`src/rtl/dlx_pkg.sv`:
```
// Shared DLX decode/issue definitions: opcode and func codes, ALU op enum, decode record.
// Latency: none (types and constants only).
// Backpressure: not applicable.
package dlx_pkg;

  localparam int XLEN  = 32;
  localparam int NREGS = 32;
  localparam int RAW   = 5;   // register address width

  // Primary opcodes, instr[31:26]
  localparam logic [5:0] OPC_RTYPE = 6'h00;
  localparam logic [5:0] OPC_BEQZ  = 6'h04;
  localparam logic [5:0] OPC_BNEZ  = 6'h05;
  localparam logic [5:0] OPC_ADDI  = 6'h08;
  localparam logic [5:0] OPC_SUBI  = 6'h0A;
  localparam logic [5:0] OPC_ANDI  = 6'h0C;
  localparam logic [5:0] OPC_ORI   = 6'h0D;
  localparam logic [5:0] OPC_XORI  = 6'h0E;
  localparam logic [5:0] OPC_SLLI  = 6'h14;
  localparam logic [5:0] OPC_SRLI  = 6'h16;
  localparam logic [5:0] OPC_SEQI  = 6'h18;
  localparam logic [5:0] OPC_SNEI  = 6'h19;
  localparam logic [5:0] OPC_SLTI  = 6'h1A;
  localparam logic [5:0] OPC_SLEI  = 6'h1C;

  // R-type function codes, instr[5:0]
  localparam logic [5:0] FN_SLL  = 6'h04;
  localparam logic [5:0] FN_SRL  = 6'h06;
  localparam logic [5:0] FN_ADD  = 6'h20;
  localparam logic [5:0] FN_ADDU = 6'h21;
  localparam logic [5:0] FN_SUB  = 6'h22;
  localparam logic [5:0] FN_SUBU = 6'h23;
  localparam logic [5:0] FN_AND  = 6'h24;
  localparam logic [5:0] FN_OR   = 6'h25;
  localparam logic [5:0] FN_XOR  = 6'h26;
  localparam logic [5:0] FN_SEQ  = 6'h28;
  localparam logic [5:0] FN_SNE  = 6'h29;
  localparam logic [5:0] FN_SLT  = 6'h2A;
  localparam logic [5:0] FN_SLE  = 6'h2C;

  typedef enum logic [3:0] {
    ALU_NOP  = 4'd0,
    ALU_ADD  = 4'd1,
    ALU_SUB  = 4'd2,
    ALU_AND  = 4'd3,
    ALU_OR   = 4'd4,
    ALU_XOR  = 4'd5,
    ALU_SLL  = 4'd6,
    ALU_SRL  = 4'd7,
    ALU_BEQZ = 4'd8,
    ALU_BNEZ = 4'd9,
    ALU_SEQ  = 4'd10,
    ALU_SLE  = 4'd11,
    ALU_SLT  = 4'd12,
    ALU_SNE  = 4'd13
  } alu_op_e;

  typedef struct packed {
    alu_op_e alu_op;
    logic    use_rs2;   // R-type: rs2 is a real source
    logic    imm_zext;  // logical immediates are zero-extended
    logic    wb_en;     // writes a destination (before the r0 check)
    logic    branch;
    logic    illegal;
  } dec_t;

endpackage

```
`src/rtl/dlx_scoreboard.sv`:
```
// Busy bit per architectural register, set by issue and cleared by writeback; r0 never busy.
// Latency: set/clear visible the cycle after the edge; lookups are combinational on the stored bits.
// Backpressure: none; the issue stage uses the lookups to stall itself.
module dlx_scoreboard #(
  parameter int NREGS = 32,
  parameter int AW    = 5
) (
  input  logic          clk,
  input  logic          rst_n,
  input  logic          set_en,
  input  logic [AW-1:0] set_addr,
  input  logic          clr_en,
  input  logic [AW-1:0] clr_addr,
  input  logic [AW-1:0] rs1_addr,
  input  logic [AW-1:0] rs2_addr,
  output logic          rs1_busy,
  output logic          rs2_busy
);

  logic [NREGS-1:0] busy;

  // Per-register update; a same-cycle set beats a clear since the newer writer owns the register
  always_ff @(posedge clk or negedge rst_n) begin
    if (!rst_n) begin
      busy <= '0;
    end else begin
      for (int i = 1; i < NREGS; i++) begin
        if (set_en && (set_addr == AW'(i))) begin
          busy[i] <= 1'b1;
        end else if (clr_en && (clr_addr == AW'(i))) begin
          busy[i] <= 1'b0;
        end
      end
    end
  end

  // No bypass of this cycle's clear: a source retiring now still reads busy
  assign rs1_busy = busy[rs1_addr];
  assign rs2_busy = busy[rs2_addr];

endmodule

```
`src/rtl/dlx_decode_issue.sv`:
```
// DLX decode/issue: decodes one instruction per handshake, builds operands, issues a registered ALU command.
// Latency: accepted in cycle N, ALU command and flags valid in cycle N+1.
// Backpressure: in_ready drops combinationally while any used source register is busy in the scoreboard.
module dlx_decode_issue
  import dlx_pkg::*;
#(
  parameter int XLEN  = dlx_pkg::XLEN,
  parameter int NREGS = dlx_pkg::NREGS
) (
  input  logic            clk,
  input  logic            rst_n,
  input  logic            in_valid,
  output logic            in_ready,
  input  logic [31:0]     in_instr,
  output logic [4:0]      rf_rs1_addr,
  output logic [4:0]      rf_rs2_addr,
  input  logic [XLEN-1:0] rf_rs1_data,
  input  logic [XLEN-1:0] rf_rs2_data,
  input  logic            wb_valid,
  input  logic [4:0]      wb_addr,
  input  logic            flush,
  output logic [3:0]      alu_I,
  output logic            alu_EX,
  output logic [XLEN-1:0] alu_op1,
  output logic [XLEN-1:0] alu_op2,
  output logic [4:0]      out_rd,
  output logic            out_wb_en,
  output logic            out_branch,
  output logic            illegal
);

  function automatic dec_t decode(input logic [31:0] w);
    dec_t d;
    d.alu_op   = ALU_NOP;
    d.use_rs2  = 1'b0;
    d.imm_zext = 1'b0;
    d.wb_en    = 1'b1;
    d.branch   = 1'b0;
    d.illegal  = 1'b0;
    case (w[31:26])
      OPC_RTYPE: begin
        d.use_rs2 = 1'b1;
        case (w[5:0])
          FN_ADD, FN_ADDU: d.alu_op = ALU_ADD;
          FN_SUB, FN_SUBU: d.alu_op = ALU_SUB;
          FN_AND:          d.alu_op = ALU_AND;
          FN_OR:           d.alu_op = ALU_OR;
          FN_XOR:          d.alu_op = ALU_XOR;
          FN_SLL:          d.alu_op = ALU_SLL;
          FN_SRL:          d.alu_op = ALU_SRL;
          FN_SEQ:          d.alu_op = ALU_SEQ;
          FN_SNE:          d.alu_op = ALU_SNE;
          FN_SLT:          d.alu_op = ALU_SLT;
          FN_SLE:          d.alu_op = ALU_SLE;
          default:         d.illegal = 1'b1;
        endcase
      end
      OPC_ADDI: d.alu_op = ALU_ADD;
      OPC_SUBI: d.alu_op = ALU_SUB;
      OPC_ANDI: begin d.alu_op = ALU_AND; d.imm_zext = 1'b1; end
      OPC_ORI:  begin d.alu_op = ALU_OR;  d.imm_zext = 1'b1; end
      OPC_XORI: begin d.alu_op = ALU_XOR; d.imm_zext = 1'b1; end
      OPC_SLLI: d.alu_op = ALU_SLL;
      OPC_SRLI: d.alu_op = ALU_SRL;
      OPC_SEQI: d.alu_op = ALU_SEQ;
      OPC_SNEI: d.alu_op = ALU_SNE;
      OPC_SLTI: d.alu_op = ALU_SLT;
      OPC_SLEI: d.alu_op = ALU_SLE;
      OPC_BEQZ: begin d.alu_op = ALU_BEQZ; d.wb_en = 1'b0; d.branch = 1'b1; end
      OPC_BNEZ: begin d.alu_op = ALU_BNEZ; d.wb_en = 1'b0; d.branch = 1'b1; end
      default:  d.illegal = 1'b1;
    endcase
    if (d.illegal) begin
      d.alu_op  = ALU_NOP;
      d.use_rs2 = 1'b0;
      d.wb_en   = 1'b0;
    end
    return d;
  endfunction

  dec_t            dec;
  logic [4:0]      rd;
  logic            wb_en;
  logic            rs1_busy;
  logic            rs2_busy;
  logic            accept;
  logic            issue;
  logic [15:0]     imm;
  logic [XLEN-1:0] imm_ext;
  logic [XLEN-1:0] op1;
  logic [XLEN-1:0] op2;

  assign rf_rs1_addr = in_instr[25:21];
  assign rf_rs2_addr = in_instr[20:16];
  assign dec         = decode(in_instr);

  // R-type writes [15:11]; I-type writes [20:16]; r0 as destination is discarded
  assign rd    = dec.use_rs2 ? in_instr[15:11] : in_instr[20:16];
  assign wb_en = dec.wb_en & (rd != 5'd0);

  // rs1 is always a source; rs2 only for R-type, so an I-type rd field never stalls
  assign in_ready = ~(rs1_busy | (dec.use_rs2 & rs2_busy));
  assign accept   = in_valid & in_ready;
  assign issue    = accept & ~flush & ~dec.illegal;

  assign imm     = in_instr[15:0];
  assign imm_ext = dec.imm_zext ? {{(XLEN-16){1'b0}}, imm} : {{(XLEN-16){imm[15]}}, imm};
  assign op1     = (rf_rs1_addr == 5'd0) ? '0 : rf_rs1_data;
  assign op2     = dec.use_rs2 ? ((rf_rs2_addr == 5'd0) ? '0 : rf_rs2_data) : imm_ext;

  dlx_scoreboard #(
    .NREGS (NREGS),
    .AW    (5)
  ) u_sb (
    .clk      (clk),
    .rst_n    (rst_n),
    .set_en   (issue & wb_en),
    .set_addr (rd),
    .clr_en   (wb_valid),
    .clr_addr (wb_addr),
    .rs1_addr (rf_rs1_addr),
    .rs2_addr (rf_rs2_addr),
    .rs1_busy (rs1_busy),
    .rs2_busy (rs2_busy)
  );

  // Output bank: a real issue loads the command, everything else (stall, flush, illegal) is an all-zero bubble
  always_ff @(posedge clk or negedge rst_n) begin
    if (!rst_n) begin
      alu_I      <= 4'd0;
      alu_EX     <= 1'b0;
      alu_op1    <= '0;
      alu_op2    <= '0;
      out_rd     <= 5'd0;
      out_wb_en  <= 1'b0;
      out_branch <= 1'b0;
      illegal    <= 1'b0;
    end else begin
      alu_EX  <= issue;
      illegal <= accept & ~flush & dec.illegal;
      if (issue) begin
        alu_I      <= dec.alu_op;
        alu_op1    <= op1;
        alu_op2    <= op2;
        out_rd     <= rd;
        out_wb_en  <= wb_en;
        out_branch <= dec.branch;
      end else begin
        alu_I      <= 4'd0;
        alu_op1    <= '0;
        alu_op2    <= '0;
        out_rd     <= 5'd0;
        out_wb_en  <= 1'b0;
        out_branch <= 1'b0;
      end
    end
  end

endmodule

```
`config.mk`:
```
export PLATFORM = sky130hd
export DESIGN_NAME = dlx_decode_issue
export DESIGN_NICKNAME = d
export VERILOG_FILES = /design/src/rtl/dlx_pkg.sv /design/src/rtl/dlx_scoreboard.sv /design/src/rtl/dlx_decode_issue.sv
export SDC_FILE = /design/constraint.sdc
export NUM_CORES = 1
export LEC_CHECK = 0
export CAP_MARGIN = 20
export CORE_ASPECT_RATIO = 1.25
export CORE_UTILIZATION = 50
export CTS_CLUSTER_SIZE = 28
export DETAILED_ROUTE_END_ITERATION = 12
export DONT_BUFFER_PORTS = 1
export HOLD_SLACK_MARGIN = 0.05
export PLACE_DENSITY = 0.68
export SYNTH_ARGS = -nofsm -noshare
export SYNTH_HDL_FRONTEND = slang
export SYNTH_SLANG_ARGS = --single-unit
export TNS_END_PERCENT = 1
```
`constraint.sdc`:
```
create_clock -name clk -period 2.7 [get_ports clk]
set_input_delay 0.54 -clock clk [delete_from_list [all_inputs] [get_ports clk]]
set_output_delay 0.54 -clock clk [all_outputs]
set_load 0.05 [all_outputs]
```
-- Yosys cells after proc, flatten, opt, wreduce, memory -nomap -nowiden
Cells that the tools add are included.
- output and inout bits: 88
- logic and storage cells: 329
- input bits: 106
- bits in registers: 108
- bitwise operators: 11
- reduce and logical (&&, ||, !) cells: 103
- $lt $le $gt $ge: 2
- eq/ne operators: 88
- multiplexer cells: 86
- operators by type and width (operator ; number):
    $mux W32 ; 6
    $eq A5 B5 Y1 const B ; 32
    $eq A5 B4 Y1 const B ; 16
    $mux W1 ; 70
    $eq A6 B6 Y1 const B ; 11
    $logic_and A1 B1 Y1 ; 62
    $reduce_bool A2 Y1 ; 31
    $pmux W4 S14 ; 1
    $pmux W4 S11 ; 1
    $eq A5 B3 Y1 const B ; 8
    $eq A6 B5 Y1 const B ; 6
    $eq A6 B4 Y1 const B ; 5
    $reduce_or A13 Y1 ; 2
    $eq A6 B3 Y1 const B ; 4
    $eq A5 B2 Y1 const B ; 4
    $mux W5 ; 3
    $lt A5 B6 Y1 const B ; 2
    $bmux W1 S5 ; 2
    $eq A5 B1 Y1 const B ; 2
    $logic_not A5 Y1 ; 2
    $and A1 B1 Y1 ; 7
    $logic_not A6 Y1 ; 1
    $reduce_or A2 Y1 ; 3
    $reduce_bool A5 Y1 ; 1
    other kinds (6) ; 8

-- Depth between registers and ports, before layout
- depth after elaboration: 14
- depth in mapped cells: 10
- mapped depth without buffers: 6

-- Cells and area by module
From an unflattened synthesis, not the netlist that was laid out.
- cells, all modules: 578
- area, all modules: 5725.5 µm²
- by module, submodules not included (module ; cells each ; instances ; sequential area each (µm²) ; area an instance (µm²)):
    dlx_decode_issue ; 376 ; 1 ; 1926.8 ; 3808.7
    dlx_scoreboard ; 202 ; 1 ; 775.7 ; 1916.8

-- Least setup slack after synthesis
No wires, ideal clock.
- kind: input -> output
- start: in in_instr[23]
- end: out in_ready
- stages on the path: 9
- arrival time: 2.386 ns
- path buffers: 3
- slack: -0.226 ns
- data required time: 2.160 ns
- cells stage by stage: buf_6 -> mux2_2 -> a22o_1 -> a2111oi_0 -> or4_1 -> buf_4 -> nand2_2 -> buf_2 -> inv_1
- longest elaborated chain between the ends: 4
- ends and longest elaborated chain (element ; RTL line ; RTL):
    start, declared ; dlx_decode_issue.sv:14 ; input logic [31:0] in_instr,
    $bmux W1 S5 ; dlx_scoreboard.sv:38 ; assign rs1_busy = busy[rs1_addr];
    $mux W1 (implied by the code) ; dlx_scoreboard.sv:38 ;
    $or A1 B1 Y1 ; dlx_decode_issue.sv:102 ; assign in_ready = ~(rs1_busy | (dec.use_rs2 & rs2_busy));
    $not A1 Y1 ; dlx_decode_issue.sv:102 ;
    end, declared ; dlx_decode_issue.sv:13 ; output logic in_ready,
No other way between the ends. The select of a mux whose other input is x is not followed.

-- Worst setup path after layout
- start: reg u_sb.busy[31]
- end: out in_ready
- longest elaborated chain between the ends: 5
- elaborated cells between the ends (all ways): 7
- classes of those cells: mux (4); bitwise (3)
- ends and longest elaborated chain (element ; RTL line ; RTL):
    start, declared ; dlx_scoreboard.sv:20 ; logic [NREGS-1:0] busy;
    start signal, assigned ; dlx_scoreboard.sv:25 ; busy <= '0;
    start signal, assigned by index ; dlx_scoreboard.sv:29 ; busy[i] <= 1'b1;
    start signal, assigned by index ; dlx_scoreboard.sv:31 ; busy[i] <= 1'b0;
    $bmux W1 S5 ; dlx_scoreboard.sv:39 ; assign rs2_busy = busy[rs2_addr];
    $mux W1 (implied by the code) ; dlx_scoreboard.sv:39 ;
    $and A1 B1 Y1 ; dlx_decode_issue.sv:102 ;
    $or A1 B1 Y1 * ; dlx_decode_issue.sv:102 ;
    $not A1 Y1 * ; dlx_decode_issue.sv:102 ;
Mark *: on every way between the ends. The rest lies on a longest branch, timed or not. The select of a mux whose other input is x is not followed.

==> flow_metrics.tcl <==
set metrics [dict create \
    status "finished, violations left" \
    violations "hold timing" \
    reg2reg_slack_ps 310 \
    cts_sinks 108 \
    layout-drive-gt1-share 0.106 \
    pin_count 194 \
    grt_pass1_wl_um 22100 \
    syn-num-nets 666 \
    clockPowerShare 0.402 \
    drtIter0Drc 315 \
    gr-total-overflow 0 \
    yosysUniqueCellTypes 58 \
    synthArstFlopShare 1.00 \
    mostFrequentLayoutCell "dfrtp_1" \
    ant_nets 0 \
    io_buffers 0 \
    hold_violations 108 \
    cp_top_family "simple AND/OR/NAND/NOR gates" \
    rsz0062_at_grt "no" \
    num_antenna_cells 0 \
    slew_headroom 0.559 \
    p_int_mw 2.44 \
    die_h_um 120 \
    switchingPower_mw 0.910 \
    synth_top_area_share 0.484 \
    grt_max_degree 109 \
    power_frac_seq 0.519 \
    wl_met2_um 7360 \
    clk_transition_reported_paths_ps 80 \
    period_share 0.981 \
    maxSlewViolCount 0 \
    drt_wl_total_um 14300 \
    worstMarginPinSlew_ps 645 \
    numCtsBuffers 9 \
    ys_seq_area_frac 0.484 \
    cp_cell_sequence "mux2i_1 -> a22oi_1 -> a21oi_1 -> or4_4 -> nand2_4 -> clkinvlp_4" \
    root_buffer "clkbuf_16" \
    htreeDepth 3 \
    clock_skew_ps 9.43 \
    cts_tree "yes" \
    synth-edff-count 0 \
    synth_flop_cell "dfrtp_1" \
    yosys.area.top_type "dfrtp_1" \
    fmax_mhz 378 \
    crit_arrival_ps 2110 \
    synth_area_um2 5580 \
    floorplan.rows 42 \
    routed.top_layer "met4" \
    wl_met3_um 1020 \
    track_usage 0.254 \
    grt_pass1_vias 4184 \
    vias 4288 \
    drc 0 \
    cp-end-kind "primary output" \
    required_ps 2160 \
    max_stage_delay_ps 590 \
    wl_met1_um 5480 \
    hold_class "in2async" \
    critical_path.max_fanout 3 \
    fillers 972 \
    start_util 0.521 \
    critPathBufInv 1 \
    dpl.hpwl_um 10400 \
    hold_slack_ps -126 \
    tns_ps 0 \
    ys.warnings.count 1 \
    slowest_stage "or4_4" \
    period_minus_slack_ps 2650 \
    syn2layout_area_growth_pct 6.10 \
    power_per_cell_area_nw_per_um2 566 \
    core_um2 10700 \
    critPathKind "reg2out" \
    clockBufferDepth 2 \
    nNetsFinal 648 \
    power_leakage_nw 2.59 \
    start_kind "flip-flop" \
    via_per_inst 6.32 \
    setup_viol 0 \
    antenna_found_initial 0 \
    irDropWorstVdd_v 0.000324 \
    layout_common_cells "dfrtp_1 (108), nand2_1 (55), a21oi_1 (47), o21ai_0 (39), and2_1 (35)" \
    syn_inst 560 \
    ys_seq_elements 108 \
    synthTopCellsByArea "dfrtp_1 (48%), mux2i_1 (4.3%), a21oi_1 (4.2%)" \
    syn_avg_cell_area_um2 9.96 \
    die-area_um2 11600 \
    combPwrFrac 0.079 \
    clk_latency_ps 350 \
    routedWlPerCell_um 21.1 \
    p_sw_frac 0.272 \
    die_w_um 96.5 \
    gp_congestion 0.920 \
    cap_violations 0 \
    dr.pass1.iters 5 \
]
==> stage by stage <==
stage | utilization | cell area [µm²] | setup WS, ps | cells | power [mW]
4_1_cts | 0.551 | 5910 | 3.51 | 678 | 3.36
3_3_place_gp | 0.521 | 5580 | 129 | 661 | 2.02
2_1_floorplan | - | 5600 | -89.3 | 560 | 2.05
5_1_grt | 0.552 | 5920 | 0.976 | 679 | 3.45
3_5_place_dp | 0.521 | 5580 | 100 | 661 | 2.03
6_report | 0.552 | 5920 | 51.7 | 679 | 3.35
==> layout make-up <==
cell class | instances | area (µm²) | share of cell area
clock inverter | 7 | 86.3 | 0.0146
timing repair buffer | 20 | 150 | 0.0254
multi-input combinational | 395 | 2560 | 0.432
sequential | 108 | 2700 | 0.456
clock buffer | 9 | 225 | 0.0380
inverter | 8 | 33.8 | 0.00571
tap | 132 | 165 | 0.0279
==> synthesized netlist by cell type (2+ instances only) <==
library cell	count
a31oi_1	2
nor2_2	2
xor2_1	2
nand3b_1	3
o31ai_1	28
and2_1	35
o21ai_0	39
nor3b_1	7
mux4_2	4
mux2i_1	24
nand2b_1	11
a21oi_1	47
and3_1	2
nand3_1	27
mux2_2	4
nand2_2	2
maj3_1	2
nor2b_1	14
o22ai_1	2
buf_4	13
or3b_1	3
nor4b_1	4
inv_1	8
a2bb2oi_1	2
a2111oi_0	3
nand2_1	55
buf_2	16
nor3_1	9
o41ai_1	2
nand4_1	3
dfrtp_1	108
buf_6	7
clkbuf_1	13
o2111ai_1	3
a22oi_1	12
nor2_1	19
or4_1	2
==> final timing paths <==
check	startpoint	to	cells after the start
setup / recovery	u_sb.busy[31]	in_ready	6
hold / removal	rst_n	alu_I[0]	0
setup reg to reg	u_sb.busy[12]	u_sb.busy[10]	8
hold reg to reg	u_sb.busy[25]	u_sb.busy[25]	2
max in group asynchronous	rst_n	u_sb.busy[8]	0
min in group clk	rf_rs1_data[23]	alu_op1[23]	1
==> cell families (layout without fill, tap and decap cells) <==
logic type	count (synthesis)	count (layout)	share of synthesized area
xor gates and xnor gates	3	3	0.00471
buffers and inverters	57	44	0.0601
adders and majority gates	2	2	0.00359
DFF	108	108	0.484
and+or+nand+nor	204	204	0.200
muxes	32	32	0.0673
AOI/OAI and AO/OA	154	154	0.180
==> state kept, by name (all words and copies together), names as in the netlist <==
signal and count:
alu_op1 32, out_branch 1, alu_EX 1, out_wb_en 1, out_rd 5, alu_I 4, u_sb.busy 31, illegal 1
alu_op2 32
==> what timing repair did <==
| action | CTS | global route |
|---|---|---|
| resized for setup | 1 | 2 |
| pin swaps | 1 | 1 |
| endpoints found under the setup margin | 1 | 1 |
| endpoints found under the hold margin | 108 | 108 |
| setup buffers | 1 | 1 |
==> power by group through the flow <==
stage / Clock, mW / Combinational, mW / Sequential, mW
floorplan: 0 / 0.288 / 1.76
global placement: 0 / 0.252 / 1.77
detailed placement: 0 / 0.257 / 1.77
CTS: 1.36 / 0.260 / 1.74
global route: 1.42 / 0.290 / 1.74
finish: 1.35 / 0.266 / 1.74
==> layer usage <==
metal | up-vias | global-route usage
li1 | 1964 | -
met1 | 2079 | 0.313
met2 | 205 | 0.418
met3 | 40 | 0.0634
met4 | 0 | 0.108
met5 | - | 0
Power figures use the tool's default switching activity.
